`src/rtl/trace_pkg.sv`:
```
// Shared definitions for the trace decoder: packet types, payload field
// positions, err_sticky bit indices and the burst direction encoding.
package trace_pkg;

  localparam int PAYLOAD_W = 23;
  localparam int WDOG_W    = 16;

  localparam logic [1:0] PKT_ADDR  = 2'b00;
  localparam logic [1:0] PKT_READ  = 2'b01;
  localparam logic [1:0] PKT_WRITE = 2'b10;
  localparam logic [1:0] PKT_TIME  = 2'b11;

  // Data packet layout: {ts5, ublb, data}
  localparam int TS5_HI  = 22;
  localparam int TS5_LO  = 18;
  localparam int UBLB_HI = 17;
  localparam int UBLB_LO = 16;
  localparam int DATA_HI = 15;
  localparam int DATA_LO = 0;

  localparam int ERR_ORPHAN  = 0;
  localparam int ERR_MIXED   = 1;
  localparam int ERR_OVERRUN = 2;

  typedef enum logic [1:0] {
    DIR_NONE  = 2'b00,
    DIR_READ  = 2'b01,
    DIR_WRITE = 2'b10
  } burst_dir_e;

  function automatic logic is_data(input logic [1:0] pkt_type);
    return (pkt_type == PKT_READ) || (pkt_type == PKT_WRITE);
  endfunction

endpackage

```
`src/rtl/trace_time_accum.sv`:
```
// Absolute timestamp accumulator; time_now is the post-add value so an
// event can capture the time that includes its own delta.
module trace_time_accum
  import trace_pkg::*;
#(
  parameter int TIME_W = 32
) (
  input  logic                 mclk,
  input  logic                 reset_n,
  input  logic                 add_en,
  input  logic [PAYLOAD_W-1:0] delta,
  output logic [TIME_W-1:0]    time_now
);

  logic [TIME_W-1:0] time_acc;
  logic [TIME_W-1:0] delta_ext;

  always_comb begin
    delta_ext = TIME_W'(delta);
    time_now  = add_en ? (time_acc + delta_ext) : time_acc;
  end

  always_ff @(posedge mclk or negedge reset_n) begin
    if (!reset_n) time_acc <= '0;
    else          time_acc <= time_now;
  end

endmodule

```
`src/rtl/trace_decoder.sv`:
```
// Trace packet to bus-event decoder. Optional counters are enabled with
// the TRACE_DECODER_STATS_EN macro.
//
// Handshakes: a packet transfers when pkt_valid && pkt_ready; an event
// transfers when ev_valid && ev_ready. ev_* hold stable while ev_valid is
// high and ev_ready is low; pkt_ready = !ev_valid || ev_ready.
module trace_decoder
  import trace_pkg::*;
#(
  parameter int TIME_W = 32,
  parameter int ADDR_W = 23
) (
  input  logic                 mclk,
  input  logic                 reset_n,
  input  logic                 pkt_valid,
  output logic                 pkt_ready,
  input  logic [1:0]           pkt_type,
  input  logic [PAYLOAD_W-1:0] pkt_payload,
  output logic                 ev_valid,
  input  logic                 ev_ready,
  output logic                 ev_write,
  output logic [ADDR_W-1:0]    ev_addr,
  output logic [15:0]          ev_data,
  output logic [1:0]           ev_ublb,
  output logic [TIME_W-1:0]    ev_time,
  output burst_dir_e           burst_state,
  output logic [2:0]           err_sticky
`ifdef TRACE_DECODER_STATS_EN
  ,
  output logic [31:0]          stat_reads,
  output logic [31:0]          stat_writes,
  output logic [31:0]          stat_orphans
`endif
);

  logic                 accept;
  logic                 data_pkt;
  logic                 pkt_write;
  logic                 load_ev;
  logic                 orphan;
  logic                 stall;
  logic                 wd_hit;
  logic                 dir_mixed;
  logic                 time_add;
  logic [PAYLOAD_W-1:0] time_delta;
  logic [TIME_W-1:0]    time_now;
  logic [ADDR_W-1:0]    burst_base;
  logic [ADDR_W-1:0]    word_idx;
  logic                 have_addr;
  logic [WDOG_W-1:0]    wd_cnt;
  burst_dir_e           burst_next;

  always_comb begin
    pkt_ready  = reset_n && (!ev_valid || ev_ready);
    accept     = pkt_valid && pkt_ready;
    data_pkt   = is_data(pkt_type);
    pkt_write  = (pkt_type == PKT_WRITE);
    load_ev    = accept && data_pkt && have_addr;
    orphan     = accept && data_pkt && !have_addr;
    stall      = pkt_valid && data_pkt && !pkt_ready;
    wd_hit     = stall && (wd_cnt == {WDOG_W{1'b1}});
    time_add   = accept && (data_pkt || (pkt_type == PKT_TIME));
    time_delta = (pkt_type == PKT_TIME) ? pkt_payload
                                        : PAYLOAD_W'(pkt_payload[TS5_HI:TS5_LO]);
  end

  trace_time_accum #(.TIME_W(TIME_W)) u_time (
    .mclk     (mclk),
    .reset_n  (reset_n),
    .add_en   (time_add),
    .delta    (time_delta),
    .time_now (time_now)
  );

  // Burst direction FSM: state register
  always_ff @(posedge mclk or negedge reset_n) begin
    if (!reset_n) burst_state <= DIR_NONE;
    else          burst_state <= burst_next;
  end

  // Burst direction FSM: next state (first word of a burst fixes direction)
  always_comb begin
    burst_next = burst_state;
    if (accept && (pkt_type == PKT_ADDR)) begin
      burst_next = DIR_NONE;
    end else if (load_ev && (burst_state == DIR_NONE)) begin
      burst_next = pkt_write ? DIR_WRITE : DIR_READ;
    end
  end

  // Burst direction FSM: outputs
  always_comb begin
    dir_mixed = 1'b0;
    if (load_ev) begin
      dir_mixed = ((burst_state == DIR_READ) && pkt_write) ||
                  ((burst_state == DIR_WRITE) && !pkt_write);
    end
  end

  always_ff @(posedge mclk or negedge reset_n) begin
    if (!reset_n) begin
      burst_base <= '0;
      word_idx   <= '0;
      have_addr  <= 1'b0;
    end else if (accept && (pkt_type == PKT_ADDR)) begin
      burst_base <= ADDR_W'(pkt_payload);
      word_idx   <= '0;
      have_addr  <= 1'b1;
    end else if (load_ev) begin
      word_idx   <= word_idx + 1'b1;
    end
  end

  always_ff @(posedge mclk or negedge reset_n) begin
    if (!reset_n) begin
      ev_valid <= 1'b0;
      ev_write <= 1'b0;
      ev_addr  <= '0;
      ev_data  <= '0;
      ev_ublb  <= '0;
      ev_time  <= '0;
    end else begin
      ev_valid <= load_ev || (ev_valid && !ev_ready);
      if (load_ev) begin
        ev_write <= pkt_write;
        ev_addr  <= burst_base + word_idx;
        ev_data  <= pkt_payload[DATA_HI:DATA_LO];
        ev_ublb  <= pkt_payload[UBLB_HI:UBLB_LO];
        ev_time  <= time_now;
      end
    end
  end

  // Stalled-consumer watchdog: counts consecutive unaccepted data-packet cycles
  always_ff @(posedge mclk or negedge reset_n) begin
    if (!reset_n)    wd_cnt <= '0;
    else if (!stall) wd_cnt <= '0;
    else if (!wd_hit) wd_cnt <= wd_cnt + 1'b1;
  end

  always_ff @(posedge mclk or negedge reset_n) begin
    if (!reset_n) begin
      err_sticky <= '0;
    end else begin
      if (orphan)    err_sticky[ERR_ORPHAN]  <= 1'b1;
      if (dir_mixed) err_sticky[ERR_MIXED]   <= 1'b1;
      if (wd_hit)    err_sticky[ERR_OVERRUN] <= 1'b1;
    end
  end

`ifdef TRACE_DECODER_STATS_EN
  always_ff @(posedge mclk or negedge reset_n) begin
    if (!reset_n) begin
      stat_reads   <= '0;
      stat_writes  <= '0;
      stat_orphans <= '0;
    end else begin
      if (load_ev && !pkt_write && (stat_reads != '1))  stat_reads   <= stat_reads + 1'b1;
      if (load_ev && pkt_write && (stat_writes != '1))  stat_writes  <= stat_writes + 1'b1;
      if (orphan && (stat_orphans != '1))               stat_orphans <= stat_orphans + 1'b1;
    end
  end
`endif

endmodule

```
`config.mk`:
```
export PLATFORM = sky130hd
export DESIGN_NAME = trace_decoder
export DESIGN_NICKNAME = d
export VERILOG_FILES = /design/src/rtl/trace_pkg.sv /design/src/rtl/trace_time_accum.sv /design/src/rtl/trace_decoder.sv
export SDC_FILE = /design/constraint.sdc
export NUM_CORES = 1
export LEC_CHECK = 0
export BUFFER_PORTS_ARGS = -buffer_cell sky130_fd_sc_hd__buf_2
export CORE_MARGIN = 3
export CORE_UTILIZATION = 50
export DETAILED_ROUTE_END_ITERATION = 12
export HOLD_SLACK_MARGIN = 0.06
export PLACE_DENSITY = 0.7
export SYNTH_ARGS = -nofsm -noshare
export SYNTH_HDL_FRONTEND = slang
export SYNTH_SLANG_ARGS = --single-unit
```
`constraint.sdc`:
```
create_clock -name mclk -period 3.79 [get_ports mclk]
set_clock_uncertainty 0.05 [all_clocks]
set_input_delay 0 -clock mclk [delete_from_list [all_inputs] [get_ports mclk]]
set_output_delay 0 -clock mclk [all_outputs]
set_load 0.02 [all_outputs]
```
==> out/qor.csv, run 1 <==
metric,value,unit
status,finished clean,
Max Clk Rate,0.2863,GHz
Worst-Skew Late Latency,440,ps
syn_area_per_cell,9.144,um^2
post-synth top area share,46.00,%
Max-cap violations,0,
global-route wire length before repair,39.47,mm
# diodes,0,
Clock Root Buffer,clkbuf_16,
Net Sw Frac,37.48,%
Mapped Area,9519,um^2
layout cells sized above 1,15.73,%
gr ovfl total,0,
"Max FO, Critical Path",15,
power density over the cells,602.3,nW/um^2
total global-route track usage,24.10,%
final hold vios,0,
crit-path cells,dlygate4sd3_1 -> buf_2 -> ha_2 -> buf_4 -> mux2_2 -> ha_1 -> a21oi_1 -> o22ai_2 -> a31oi_1 -> o221ai_1 -> a41oi_1 -> xor2_1 -> o21ai_0 -> mux2_2,
Chip Height,144.0,um
Post-synth top flop,dfrtp_1,
Die X,144.0,um
Place WS,294.7,ps
critical path's most frequent cell,mux2_2,
min setup slack post-route,297.2,ps
Placed Area,10280,um^2
sequential share of power,39.7,%
Max VDD drop,0.0003836,V
Mapped Cells,1041,
vias per std cell,5.630,
slowest CP cell,dlygate4sd3_1,
detailed placer's ending HPWL,16.83,mm
flop and latch count out of synthesis,175,
post-route ant nets,0,
Yosys cell types,62,
Worst Min Path Start,pkt_type[0],
Switching Power,2.515,mW
CP required,4070,ps
most frequent cells in the layout,"255 x nand2_1, 175 x dfrtp_1, 108 x buf_2, 67 x nor2_1, 58 x o21ai_0",
Clk pwr share,26.1,%
Hold Path Cell Cnt,5,
Critical Path AT,3770,ps
number of port buffers,109,
leakage power,5.574,nW
initial DRC count,647,
Synthesis Warnings,0,
cell count of the worst reg-to-reg path,11,
combinational power share,34.2,%
startpoint types,primary input,
r2r startpoint,u_time.time_acc[0],
R2R setup slack,750,ps
final number of max-transition violations,0,
"most common cell after layout, fill and taps aside",nand2_1,
Max-slew headroom,30.46,%
CTS max path bufs,2,
"Net Count, Synth",1123,
Detailed Route WL,23.94,mm
final instance area,11140,um^2
Initial Util,51.93,%
Final Setup Violations,0,
DIE AREA,20730,um^2
largest net degree at the start of global routing,157,
antenna violations before repair,0,
Crit path depth,14,
setup_tns,0,ps
sequential fraction of the synthesis area,46.00,%
Final Critical Period,3493,ps
cell accounting for the most synthesized area,dfrtp_1,
Placer Congestion,0.8960,
# rows,49,
Ports,110,
post-DR wirelength/cell,17.04,um
RSZ-0062 raised after global routing,false,
Internal,4.195,mW
Vias,7910,
top post-synthesis cells by area,"dfrtp_1 46%, nand2_1 10%, ha_1 6.7%",
Hold Crit Class,primary input to register,
slowest cell delay on critical path,540,ps
Worst Tran Pin Value,1040,ps
vias in the first global route,7740,
Worst-path clk slew,70,ps
share of flip-flops with an asynchronous set or reset,100.0,%
DRC viols,0,
# H-tree levels,4,
CP Capture Type,register,
period utilization,92.16,%
Worst R2R End,ev_time[22],
Layout Area Growth over Synthesis,17.05,%
Hold Path End,ev_write,
Inserted Clock Buffers,17,
first-pass iteration count of the detailed router,5,
CP top delay family,compound AO/OA/AOI/OAI gates,
Core Region,18330,um^2
clock sinks,175,
Final #Nets,1246,
critical path type,primary input to register,
Post-synth EDFFs,0,
WP buf/inv,3,
TritonCTS clock tree,built,
-- final cells by class --
class                   instances  area (um^2)
clock buffers                  19        442.9
clock inverters                12        136.4
fillers                      1570         7189
inverters                      17        63.81
multi-input cells             807         4921
flip-flops and latches        175         4379
well taps                     229        286.5
repair buffers                146        912.1
-- how the worst max path moves through the flow --
stage / to / start
floorplan: ev_time[22] / pkt_type[0]
global placement: ev_time[22] / pkt_type[1]
detailed placement: ev_time[25] / pkt_type[1]
CTS: ev_time[22] / pkt_type[1]
global route: ev_time[22] / pkt_type[1]
finish: ev_time[15] / pkt_type[1]
-- layer usage --
metal	GRT usage (%)	share of wire, %
met5	0	0
met4	9.019	2.7
met3	4.200	4.9
met2	38.19	46
met1	33.39	46
-- synthesized netlist by cell type (all sizes together) (5+ instances only) --
cell    number
a21boi       5
a21o        19
a21oi       51
a31oi        9
and2        23
and3        15
and4         5
buf          6
clkbuf      36
dfrtp      175
ha          51
inv         17
mux2        25
nand2      256
nand2b       6
nand3       32
nand4       22
nor2        67
nor2b        5
nor3         9
o21a         8
o21ai       59
o21bai       9
or3          7
xnor2       28
xor2        46
-- what timing repair did --
item                       CTS  global route
setup endpoints to repair    0             7
hold endpoints to repair   220             0
resized for setup            0             1
setup buffers                0             0
hold buffers                28             0
-- registers in the layout, summed over array words and instances (netlist names) --
| register | cells |
|---|---|
| ev_addr | 23 |
| have_addr | 1 |
| burst_base | 23 |
| ev_valid | 1 |
| word_idx | 23 |
| u_time.time_acc | 32 |
| ev_time | 32 |
| err_sticky | 3 |
| ev_write | 1 |
| wd_cnt | 16 |
| burst_state | 2 |
| ev_data | 16 |
| ev_ublb | 2 |
-- power by group through the flow --
stage | clock, mW | sequential (mW) | combinational, mW
global placement | 0 | 2.68 | 2.22
detailed placement | 0 | 2.69 | 2.26
CTS | 1.78 | 2.67 | 2.30
floorplan | 0 | 3.00 | 1.19
finish | 1.75 | 2.66 | 2.29
global route | 1.86 | 2.72 | 2.55
-- logic make-up (layout without fill, tap and decap cells) --
logic type,after synthesis,count (layout),share of synthesized area (%)
buf+inv,59,194,2.366
mux,26,26,3.102
simple gates,456,456,21.14
xor+xnor,74,74,6.809
fa+ha+maj,53,53,7.124
compound gates,198,198,13.46
flops,175,175,46.00
-- worst min-delay path, cell delays in order --
cell and delay [ps]:
buf_2 90, inv_1 70, ha_1 270, nand2_1 90, nand2_1 50
-- stage by stage --
| stage | hold slack [ps] | util, % | power, mW | instances |
|---|---|---|---|---|
| floorplan | -345.6 | - | 4.194 | 1041 |
| global placement | -171.0 | 56.08 | 4.903 | 1346 |
| detailed placement | -170.2 | 56.08 | 4.948 | 1346 |
| CTS | 89.72 | 60.77 | 6.740 | 1405 |
| global route | 158.2 | 60.78 | 7.129 | 1405 |
| finish | 114.9 | 60.78 | 6.710 | 1405 |
Note: power is estimated with default switching activity, not from simulation.
==> inputs of run 2 (changes only) <==
--- a/config.mk
+++ b/config.mk
@@ -9,8 +9,9 @@
 export CORE_MARGIN = 3
 export CORE_UTILIZATION = 50
 export DETAILED_ROUTE_END_ITERATION = 12
+export GPL_ROUTABILITY_DRIVEN = 0
 export HOLD_SLACK_MARGIN = 0.06
-export PLACE_DENSITY = 0.7
+export PLACE_DENSITY = 0.71
 export SYNTH_ARGS = -nofsm -noshare
 export SYNTH_HDL_FRONTEND = slang
 export SYNTH_SLANG_ARGS = --single-unit
==> run 2 against run 1 <==
Non-clock buffer count down 1. Hold slack worse by 31 ps. Clock power about the same. Register-to-register slack about the same. First-iteration DRC count down 28%. Total power down 0.62%. Final area down 0.26%. Utilization down 0.16 points. Die area unchanged. Combinational power about the same. Global-route usage down 1.2 points. Final cell count unchanged. Largest power group unchanged.
==> out/qor.csv, run 2 (synthesis results as in run 1) <==
metric,value,unit
post-DR wirelength/cell,16.30,um
Fillers,1582,
final number of max-transition violations,0,
Vias,7720,
# rows,49,
leakage power,5.570,nW
final instance area,11110,um^2
most frequent cells in the layout,"255 x nand2_1, 175 x dfrtp_1, 108 x buf_2, 67 x nor2_1, 58 x o21ai_0",
Core Region,18330,um^2
Place WS,305.6,ps
startpoint types,primary input,
Initial Util,51.93,%
min setup slack post-route,341.1,ps
Final #Nets,1245,
"Max FO, Critical Path",14,
setup bufs post-CTS,0,
TritonCTS clock tree,built,
status,finished clean,
vias per std cell,5.495,
period utilization,91.00,%
Util after Layout,60.62,%
first-pass iteration count of the detailed router,5,
detailed placer's ending HPWL,16.18,mm
DIE AREA,20730,um^2
total global-route track usage,22.91,%
Final Critical Period,3449,ps
Worst-Skew Late Latency,440,ps
vias in the first global route,7585,
antenna violations before repair,0,
# H-tree levels,4,
"most common cell after layout, fill and taps aside",nand2_1,
Max-slew headroom,33.80,%
gr ovfl total,0,
Max-cap violations,0,
Ports,110,
setup_tns,0,ps
Regs by FF count,"ev_time x32, u_time.time_acc x32",
number of port buffers,109,
layout cells sized above 1,15.73,%
RSZ-0062 raised after global routing,false,
Inserted Clock Buffers,17,
Die X,144.0,um
power density over the cells,600.1,nW/um^2
CP required,4070,ps
initial DRC count,463,
Critical Path AT,3730,ps
Hold Crit Class,primary input to asynchronous set/reset pin,
DRC viols,0,
critical path type,primary input to register,
Worst-path clk slew,70,ps
multi-input logic area,4921,um^2
Detailed Route WL,22.90,mm
Max Clk Rate,0.2899,GHz
clock sinks,175,
post-route ant nets,0,
final hold vios,0,
CTS max path bufs,2,
total chip power,6.669,mW
Max VDD drop,0.0004850,V
Placed Area,10270,um^2
CP Capture Type,register,
Chip Height,144.0,um
FF/Latch Area,4379,um^2
# diodes,0,
Final Setup Violations,0,
Layout Area Growth over Synthesis,16.75,%
largest net degree at the start of global routing,70,
global-route wire length before repair,37.72,mm
Worst Tran Pin Value,990.3,ps
Clock Root Buffer,clkbuf_16,
[run 2: what timing repair did]
| item | 4_1_cts | 5_1_grt |
|---|---|---|
| hold buffers | 27 | 0 |
| resized for setup | 0 | 1 |
| endpoints found under the setup margin | 0 | 2 |
| endpoints found under the hold margin | 97 | 0 |
[run 2: critical path, stage by stage]
cell           delay [ps]
dlygate4sd3_1         520
buf_2                 130
ha_2                  310
buf_4                 210
mux2_2                340
ha_1                  340
a21oi_1               220
o22ai_2               140
a31oi_1               350
o221ai_1              260
a21oi_1               310
o22ai_1               130
xor2_1                190
mux2_2                270
[run 2: final cells by class]
type                       count  area share [%]
sequential                   175           39.41
timing repair buffer         145           8.005
tap                          229           2.578
clock inverter                12           1.137
multi-input combinational    807           44.28
clock buffer                  20           4.019
inverter                      17          0.5742
[run 2: routing by layer]
metal / part of all wire, % / track usage (%)
met1: 46 / 31.02
met2: 46 / 36.26
met3: 5.0 / 5.556
met4: 2.8 / 7.929
met5: 0 / 0
[run 2: per-stage QoR]
stage | std cells | hold slack [ps]
after global routing | 1405 | 116.9
after CTS | 1405 | 88.05
final | 1405 | 83.70
after floorplan | 1041 | -345.6
after detailed placement | 1346 | -49.28
after global placement | 1346 | -52.21
[run 2: path summary, 6_finish.rpt]
path	start	endpoint	slack, ps	cells past startpoint
min in group mclk	pkt_type[0]	ev_write	100	5
max in group asynchronous	reset_n	wd_cnt[4]	2390	3
hold / removal	reset_n	ev_time[9]	80	2
hold reg to reg	err_sticky[1]	err_sticky[1]	410	1
setup reg to reg	u_time.time_acc[0]	ev_time[22]	750	11
setup / recovery	pkt_type[1]	ev_time[23]	340	14
[run 2: power by group]
group	leakage [nW]	internal (mW)	total (mW)	switching (mW)
Sequential	2.25	2.35	2.66	0.313
Clock	0.280	0.942	1.73	0.785
Combinational	3.04	0.851	2.28	1.43
==> inputs of run 3 (changes only) <==
--- a/config.mk
+++ b/config.mk
@@ -7,11 +7,11 @@
 export LEC_CHECK = 0
 export BUFFER_PORTS_ARGS = -buffer_cell sky130_fd_sc_hd__buf_2
 export CORE_MARGIN = 3
-export CORE_UTILIZATION = 50
+export CORE_UTILIZATION = 59
 export DETAILED_ROUTE_END_ITERATION = 12
 export GPL_ROUTABILITY_DRIVEN = 0
 export HOLD_SLACK_MARGIN = 0.06
-export PLACE_DENSITY = 0.71
+export PLACE_DENSITY = 0.81
 export SYNTH_ARGS = -nofsm -noshare
 export SYNTH_HDL_FRONTEND = slang
 export SYNTH_SLANG_ARGS = --single-unit
==> run 3 against run 2 <==
Non-clock buffer count did not move. Hold slack better by 62 ps. Clock power grew 9.8%. First-iteration DRC count grew 35%. Maximum frequency down 4.7%. Global-route usage up 3.9 points. Final cell count fell by 1.3%. Wire length rose by 1.5%. Sequential cell count unchanged. Die area shrank 15%. Total power is 2.9% higher. Setup slack got worse by 170 ps. Largest cell class unchanged.
==> out/qor.csv, run 3 (synthesis results as in run 1) <==
metric,value,unit
status,finished clean,
Crit path depth,15,
largest net degree at the start of global routing,78,
Vias,7923,
Max VDD drop,0.0005216,V
min setup slack post-route,172.1,ps
period utilization,95.46,%
total chip power,6.864,mW
Worst Tran Pin Value,968.7,ps
Worst-path clk slew,70,ps
Place WS,397.9,ps
initial DRC count,624,
placed cells,1326,
CTS max path bufs,2,
Final Critical Period,3618,ps
TritonCTS clock tree,built,
Critical Path AT,3890,ps
setup bufs post-CTS,0,
Internal,4.336,mW
"Max FO, Critical Path",11,
Worst Min Path Start,pkt_type[0],
crit-path cells,dlygate4sd3_1 -> buf_2 -> ha_1 -> mux2_2 -> ha_1 -> inv_1 -> fa_1 -> nor2b_1 -> o31a_1 -> o21bai_4 -> a21boi_4 -> o2111ai_1 -> and4_1 -> or3_1 -> mux2_2,
critical path type,primary input to register,
vias in the first global route,7791,
DIE AREA,17690,um^2
Ports,110,
final hold vios,0,
Switching Power,2.529,mW
# diodes,0,
most frequent cells in the layout,"255 x nand2_1, 175 x dfrtp_1, 108 x buf_2, 67 x nor2_1, 58 x o21ai_0",
setup_tns,0,ps
Max-cap violations,0,
Max Clk Rate,0.2764,GHz
# H-tree levels,4,
Hold Path Cell Cnt,5,
Util after Layout,72.15,%
post-route ant nets,0,
layout cells sized above 1,15.73,%
CP required,4060,ps
leakage power,5.601,nW
slowest cell delay on critical path,530,ps
Critical Path Start,pkt_type[1],
Hold Crit Class,primary input to register,
startpoint types,primary input,
Final #Nets,1245,
combinational power share,33.4,%
gr ovfl total,0,
cell count of the worst reg-to-reg path,11,
power density over the cells,614.4,nW/um^2
Worst-Skew Late Latency,440,ps
Die X,133.0,um
detailed placer's ending HPWL,15.83,mm
Clk pwr share,27.6,%
total global-route track usage,26.83,%
antenna violations before repair,0,
Final Non-Filler Cells,1387,
final instance area,11170,um^2
Chip Height,133.0,um
number of port buffers,109,
Final Setup Violations,0,
"most common cell after layout, fill and taps aside",nand2_1,
post-DR wirelength/cell,16.76,um
final number of max-transition violations,0,
Detailed Route WL,23.25,mm
clock sinks,175,
DRC viols,0,
Worst Hold Margin,145.5,ps
RSZ-0062 raised after global routing,false,
# rows,45,
first-pass iteration count of the detailed router,5,
Clock Root Buffer,clkbuf_16,
Placed Area,10230,um^2
vias per std cell,5.712,
Layout Area Growth over Synthesis,17.36,%
Inserted Clock Buffers,17,
slowest CP cell,dlygate4sd3_1,
r2r startpoint,u_time.time_acc[0],
Max-slew headroom,35.42,%
Fillers,1114,
Regs by FF count,"ev_time x32, u_time.time_acc x32",
global-route wire length before repair,38.41,mm
WP buf/inv,3,
Initial Util,61.48,%
CP Capture Type,register,
Core Region,15480,um^2
Net Sw Frac,36.84,%
sequential share of power,39.0,%
CP top delay family,adder cells,
==> run 3: tightest hold or removal path: cells and delay by family <==
family / cells / cell delay [ps]
buf+inv: 2 / 170
fa+ha+maj: 1 / 270
simple gates: 2 / 150
==> run 3: worst paths after layout <==
path | endpoint | slack, ps
setup / recovery | ev_time[22] | 170
hold / removal | ev_write | 150
setup reg to reg | ev_time[22] | 680
hold reg to reg | u_time.time_acc[31] | 420
max in group asynchronous | u_time.time_acc[10] | 2120
min in group asynchronous | ev_addr[6] | 600
==> run 3: routing by layer <==
metal	vias up	global-route usage, %	share of wire [%]
li1	3829	-	-
met1	3765	34.61	43
met2	268	44.78	49
met3	61	5.019	4.9
met4	0	10.91	3.0
met5	-	0	0
==> run 3: area by class of cell <==
cell class                      count  area (um^2)  share of cell area, %
Inverter                           17        63.81                 0.5712
Timing Repair Buffer              145        904.6                  8.097
Clock buffer                       18        439.2                  3.931
Clock inverter                     14        202.7                  1.814
Tap cell                          211        264.0                  2.363
Multi-Input combinational cell    807         4918                  44.02
Sequential cell                   175         4379                  39.20
==> run 3: power by group through the flow <==
stage          Sequential [mW]  Combinational [mW]  Clock [mW]
3_3_place_gp              2.68                2.18           0
2_1_floorplan             3.00                1.19           0
3_5_place_dp              2.69                2.22           0
5_1_grt                   2.73                2.53        1.99
6_report                  2.68                2.29        1.90
4_1_cts                   2.67                2.28        1.92
==> run 3: repair_timing <==
item	CTS	global route
resized for setup	0	0
hold buffers	29	0
hold endpoints to repair	164	0
